[src/rtl/out_tx.sv]
// -----------------------------------------------------------------------------
// out_tx : output-side UART transmitter for the 16-bit pipelined core.
//
// Words written by the core (out_en/out_dat) go into a circular FIFO. Each
// word is sent as two UART frames, high byte first. The core cannot be stalled.
// A word that arrives while the FIFO is full is dropped, and the sticky
// overflow flag is set.
//
// Parameters
//   DEPTH         FIFO depth in 16-bit words (power of two, >= 2)
//   CLKS_PER_BIT  clock cycles per UART bit (>= 2)
//
// Optional feature macro: OUT_TX_PARITY_EN
//   When it is defined, an even-parity bit (XOR of the data byte) follows data
//   bit 7. Each frame is then 11 bits long. When it is undefined, frames are
//   8N1.
//
// Ports
//   clk        in   rising-edge clock
//   reset      in   synchronous, active-low reset
//   out_en     in   push strobe (one word per cycle)
//   out_dat    in   word to transmit, sampled when out_en=1
//   is_halt    in   core halted indicator (only qualifies halt_done)
//   txd        out  registered UART line, idles high
//   busy       out  serializer not in IDLE
//   count      out  FIFO occupancy 0..DEPTH
//   overflow   out  sticky, a push was dropped
//   drained    out  FIFO empty and serializer idle
//   halt_done  out  is_halt && drained (combinational)
// -----------------------------------------------------------------------------
module out_tx #(
   parameter int DEPTH        = 16,
   parameter int CLKS_PER_BIT = 434
) (
   input  logic                     clk,
   input  logic                     reset,
   input  logic                     out_en,
   input  logic [15:0]              out_dat,
   input  logic                     is_halt,
   output logic                     txd,
   output logic                     busy,
   output logic [$clog2(DEPTH):0]   count,
   output logic                     overflow,
   output logic                     drained,
   output logic                     halt_done
);

   localparam int AW = $clog2(DEPTH);
   localparam int CW = AW + 1;
   localparam int BW = $clog2(CLKS_PER_BIT);
   localparam logic [BW-1:0] BAUD_LAST = BW'(CLKS_PER_BIT - 1);
   localparam logic [CW-1:0] FULL      = CW'(DEPTH);

   typedef enum logic [2:0] {
      S_IDLE,
      S_START,
      S_DATA,
`ifdef OUT_TX_PARITY_EN
      S_PARITY,
`endif
      S_STOP
   } state_t;

   // FIFO storage and pointers
   logic [15:0]   mem_q [DEPTH];
   logic [AW-1:0] wr_ptr_q, rd_ptr_q;
   logic [CW-1:0] count_q, count_d;
   logic          ovf_q;

   // Serializer state
   state_t        state_q, state_d;
   logic [7:0]    shift_q, shift_d;
   logic [2:0]    bit_q, bit_d;
   logic [BW-1:0] baud_q, baud_d;
   logic          hi_q, hi_d;
   logic [15:0]   word_q;
   logic          txd_q, txd_d;

   logic          pop, push, baud_end;
   logic [7:0]    cur_byte;

   // Serializer next state. txd_d is derived from the next state, so the
   // registered line changes on the same edge as the state.
   always_comb begin
      state_d  = state_q;
      shift_d  = shift_q;
      bit_d    = bit_q;
      baud_d   = baud_q;
      hi_d     = hi_q;
      pop      = 1'b0;
      baud_end = (baud_q == BAUD_LAST);
      cur_byte = hi_q ? word_q[15:8] : word_q[7:0];

      if (state_q != S_IDLE) begin
         baud_d = baud_end ? '0 : baud_q + BW'(1);
      end

      case (state_q)
         S_IDLE: begin
            if (count_q != '0) begin
               pop     = 1'b1;
               hi_d    = 1'b1;
               baud_d  = '0;
               state_d = S_START;
            end
         end
         S_START: begin
            if (baud_end) begin
               shift_d = cur_byte;
               bit_d   = 3'd0;
               state_d = S_DATA;
            end
         end
         S_DATA: begin
            if (baud_end) begin
               if (bit_q == 3'd7) begin
`ifdef OUT_TX_PARITY_EN
                  state_d = S_PARITY;
`else
                  state_d = S_STOP;
`endif
               end else begin
                  shift_d = shift_q >> 1;
                  bit_d   = bit_q + 3'd1;
               end
            end
         end
`ifdef OUT_TX_PARITY_EN
         S_PARITY: begin
            if (baud_end) begin
               state_d = S_STOP;
            end
         end
`endif
         S_STOP: begin
            if (baud_end) begin
               if (hi_q) begin
                  hi_d    = 1'b0;
                  state_d = S_START;
               end else if (count_q != '0) begin
                  // Chain straight into the next word with no idle cycle
                  pop     = 1'b1;
                  hi_d    = 1'b1;
                  state_d = S_START;
               end else begin
                  state_d = S_IDLE;
               end
            end
         end
         default: state_d = S_IDLE;
      endcase

      txd_d = 1'b1;
      case (state_d)
         S_START:  txd_d = 1'b0;
         S_DATA:   txd_d = shift_d[0];
`ifdef OUT_TX_PARITY_EN
         // hi_q is unchanged on entry to PARITY, so cur_byte is the byte just sent
         S_PARITY: txd_d = ^cur_byte;
`endif
         default:  txd_d = 1'b1;
      endcase
   end

   // A pop in the same cycle frees a slot, so a push into a full FIFO is still accepted
   assign push = out_en && ((count_q != FULL) || pop);

   always_comb begin
      case ({push, pop})
         2'b10:   count_d = count_q + CW'(1);
         2'b01:   count_d = count_q - CW'(1);
         default: count_d = count_q;
      endcase
   end

   always_ff @(posedge clk) begin
      if (!reset) begin
         state_q  <= S_IDLE;
         shift_q  <= '0;
         bit_q    <= '0;
         baud_q   <= '0;
         hi_q     <= 1'b0;
         txd_q    <= 1'b1;
         wr_ptr_q <= '0;
         rd_ptr_q <= '0;
         count_q  <= '0;
         ovf_q    <= 1'b0;
      end else begin
         state_q <= state_d;
         shift_q <= shift_d;
         bit_q   <= bit_d;
         baud_q  <= baud_d;
         hi_q    <= hi_d;
         txd_q   <= txd_d;
         count_q <= count_d;
         ovf_q   <= ovf_q | (out_en & ~push);
         if (push) wr_ptr_q <= wr_ptr_q + AW'(1);
         if (pop)  rd_ptr_q <= rd_ptr_q + AW'(1);
      end
   end

   // RAM array with registered read. word_q is the output register, and it
   // loads on pop.
   always_ff @(posedge clk) begin
      if (push) mem_q[wr_ptr_q] <= out_dat;
      if (pop)  word_q <= mem_q[rd_ptr_q];
   end

   assign txd       = txd_q;
   assign busy      = (state_q != S_IDLE);
   assign count     = count_q;
   assign overflow  = ovf_q;
   assign drained   = (count_q == '0) && (state_q == S_IDLE);
   assign halt_done = is_halt && drained;

endmodule

[config.mk]
export PLATFORM = sky130hd
export DESIGN_NAME = out_tx
export DESIGN_NICKNAME = d
export VERILOG_FILES = /design/src/rtl/out_tx.sv
export SDC_FILE = /design/constraint.sdc
export NUM_CORES = 1
export LEC_CHECK = 0
export ABC_AREA = 1
export ABC_CLOCK_PERIOD_IN_PS = 2750
export BUFFER_PORTS_ARGS = -buffer_cell sky130_fd_sc_hd__buf_2
export CAP_MARGIN = 20
export CORE_AREA = 3 3 154 156
export DETAILED_ROUTE_END_ITERATION = 10
export DIE_AREA = 0 0 157 159
export GPL_TIMING_DRIVEN = 0
export PLACE_DENSITY = 0.79
export SLEW_MARGIN = 30
export SYNTH_ARGS = -nofsm -noshare
export SYNTH_HDL_FRONTEND = slang
export SYNTH_SLANG_ARGS = --single-unit
[constraint.sdc]
create_clock -name clk -period 2.75 [get_ports clk]
set_clock_uncertainty 0.15 [all_clocks]
set_input_delay 0.4125 -clock clk [delete_from_list [all_inputs] [get_ports clk]]
set_output_delay 0.4125 -clock clk [all_outputs]
set_load 0.03 [all_outputs]
==> summary.txt <==
Worst setup path
  – R2R Path Start: rd_ptr_q[1]
  – WP data required: 3.02 ns
  – Critical Path AT: 2.88 ns
  – R2r endpoint: word_q[14]
  – Worst Path Class, Setup: flop to flop
  – Crit. End Element: flop
  – Maximum fanout along the worst path: 10
  – Setup slack, reg-to-reg: 0.14 ns
  – Setup crit start: rd_ptr_q[1]
  – Setup crit start kind: flop
  – CP endpoint: word_q[14]
  – Path depth of the worst reg2reg path: 7

Power
  – Pleak: 4.84 nW
  – Maximum VDD drop: 0.000625 V
  – Pwr/cell area: 831 mW/mm^2
  – Total power: 12.1 mW

Timing
  – Final worst slack: 0.139 ns
  – Final hold vios: 0
  – RSZ-0062 raised after global routing: true
  – Setup_tns: 0 ns
  – Max Clk Rate: 383 MHz
  – # setup viols final: 0
  – Period utilization: 0.949
  – Fin. max-slew vios: 0
  – Slew margin rel.: 0.432
  – Period minus WS final: 2.61 ns
  – Worst Tran Pin Value: 0.852 ns
  – Final worst hold slack: 0.0629 ns

Layout
  – Final instance area: 0.0145 sq mm
  – Antenna Cells: 0
  – Layout area overhead: 15.8%
  – Commonest non-fill, non-tap cells in the layout: edfxtp_1 (272), nor2_1 (158), o21ai_0 (145), nand2_1 (75), clkbuf_1 (52)
  – Fill count: 1,586
  – Layout cells sized above 1: 0.142
  – Most common cell after layout, fill and taps aside: edfxtp_1
  – Final #Nets: 1,123

Logic synthesis
  – Synth Warn #: 0
  – Net Count, Synth: 1,039
  – Number of flops mapped to enable cells by yosys: 272
  – Ys async rst share: 0
  – Post-Syn Area per Cell: 12.4 sq um
  – Seq/Total Area, Yosys: 0.715
  – Synthesized instance count: 1,006
  – Top FF cell, synth: edfxtp_1
  – FF+latch count, synth: 311
  – Area of the mapped netlist: 0.0125 sq mm
  – Synth unique cells: 44

CTS
  – Clk sink count: 311
  – CTS root buf: clkbuf_16
  – Cts bufs inserted: 31
  – Clk buf depth: 3
  – Clock insertion delay at the later pin of the skew report: 0.58 ns
  – H-tree Lvls: 1
  – Clock transition at the registers of the reported paths: 0.06 ns
  – CTS tree: built

Job
  – Max cap viols: 0

Drt
  – ANT nets after route: 0
  – DRC viols: 0
  – Final WL: 33,400 um
  – Via/cell ratio: 6.35
  – Initial DRC count: 1,361
  – DRT Pass-1 Iters: 6
  – WL/cell: 23.9 um
  – Via Count: 8,880

Die
  – Die Y: 159 um
  – Die W: 157 um
  – Initial Utilization: 0.556
  – Io pins: 30
  – Die area: 0.0250 sq mm
  – FP Rows: 55
  – Core ar.: 0.0225 sq mm

Global routing
  – Pin count of the biggest net entering global routing: 22
  – Number of global-route vias before repair: 8,618
  – First-pass GRT wire length: 50,000 um
  – GR Util All Layers: 0.265
  – Congestion Overflow GR: 0
  – Initial antenna violation count: 0

Place
  – I/O Buffers: 29
  – Global placement routability congestion: 0.892
  – Detail Placement HPWL: 20,000 um
  – Placed Instance Area: 0.0132 sq mm
  – Place WS: -0.121 ns

Hold path
  – Cells on Worst Hold Path: 1
  – Worst hold path class: input pin to flop
  – Min-delay src: out_dat[6]

Outcome
  – Status: finished clean
-- metal layers --
metal,vias to the layer above,GRT usage,wire (um)
met4,0,0.110,1360
met2,669,0.416,15800
met5,-,0,0
met1,4205,0.352,11700
met3,134,0.0690,4540
li1,3872,-,-
-- sequential cells by signal (all words and copies together), names as in the netlist --
register  flops
rd_ptr_q      4
wr_ptr_q      4
shift_q       8
word_q       16
count         5
hi_q          1
overflow      1
txd           1
bit_q         3
mem_q       256
baud_q        9
state_q       3
-- layout make-up --
class,count,area (sq um),area share
flip-flops and latches,311,8950,0.617
multi-input cells,600,3360,0.231
clock buffers,42,817,0.0563
repair buffers,51,556,0.0383
well taps,285,357,0.0246
plain buffers,56,230,0.0159
inverters,39,150,0.0104
clock inverters,14,87.6,0.00604
-- worst min path at each step --
| stage | end | slack [ns] |
|---|---|---|
| finish | mem_q[15][6] | 0.06 |
| global route | mem_q[15][6] | 0.06 |
| CTS | mem_q[15][6] | 0.06 |
| detailed placement | overflow | 0.30 |
| global placement | overflow | 0.29 |
| floorplan | shift_q[7] | 0.29 |
-- synthesized netlist by cell type (2+ instances only) --
cell | instances | area (sq um)
a21oi_1 | 27 | 135
buf_2 | 13 | 65.1
clkbuf_1 | 41 | 154
clkinv_1 | 2 | 7.51
dfxtp_1 | 39 | 781
edfxtp_1 | 272 | 8170
ha_1 | 12 | 150
inv_1 | 28 | 105
inv_2 | 7 | 26.3
mux2i_1 | 5 | 50.1
nand2_1 | 78 | 293
nand2_2 | 5 | 31.3
nand2_4 | 2 | 22.5
nand3_1 | 25 | 125
nand3_2 | 3 | 30.0
nor2_1 | 174 | 653
nor2_2 | 7 | 43.8
nor3_1 | 2 | 10.0
nor3_4 | 3 | 48.8
o211ai_1 | 19 | 143
o21ai_0 | 146 | 731
o21ai_1 | 6 | 30.0
o221ai_1 | 47 | 412
o22ai_1 | 20 | 125
xor2_1 | 4 | 35.0
-- timing repair --
| action | in CTS | in global routing |
|---|---|---|
| hold endpoints to repair | 1 | 0 |
| hold buffers | 1 | 0 |
| gates resized for setup | 0 | 13 |
| cloned | 0 | 0 |
| endpoints found under the setup margin | 186 | 236 |
| pin swaps | 13 | 4 |
| setup buffers | 13 | 4 |
-- power by group --
group	switching (mW)	internal, mW	total (mW)	leakage [nW]
combinational	1.98	0.725	2.71	1.62
clock	1.75	2.09	3.83	0.435
sequential	0.105	5.41	5.51	2.78
total	3.83	8.22	12.1	4.84
-- metrics by stage --
step	instances	util
5_1_grt	1398	0.644
3_3_place_gp	1320	0.579
4_1_cts	1394	0.639
2_1_floorplan	1006	-
6_report	1398	0.644
3_5_place_dp	1324	0.587
-- critical path, stage by stage, from the launching register on --
cell	delay (ns)
dfxtp_1	0.34
inv_1	0.09
clkbuf_1	0.48
clkbuf_1	0.57
o21ai_0	0.22
o221ai_1	0.29
nand3_1	0.16
nand2_1	0.17
-- cells by family after synthesis --
kind of cell,after synthesis,share of synthesized area
AO/OA/AOI/OAI,272,0.130
XOR/XNOR,4,0.00280
adder cells (fa/ha/maj),13,0.0136
buffers and inverters,95,0.0304
flip-flops,311,0.715
multiplexers,5,0.00400
other,1,0.000300
AND/OR/NAND/NOR,305,0.104
Note: power is estimated with default switching activity, not from simulation.
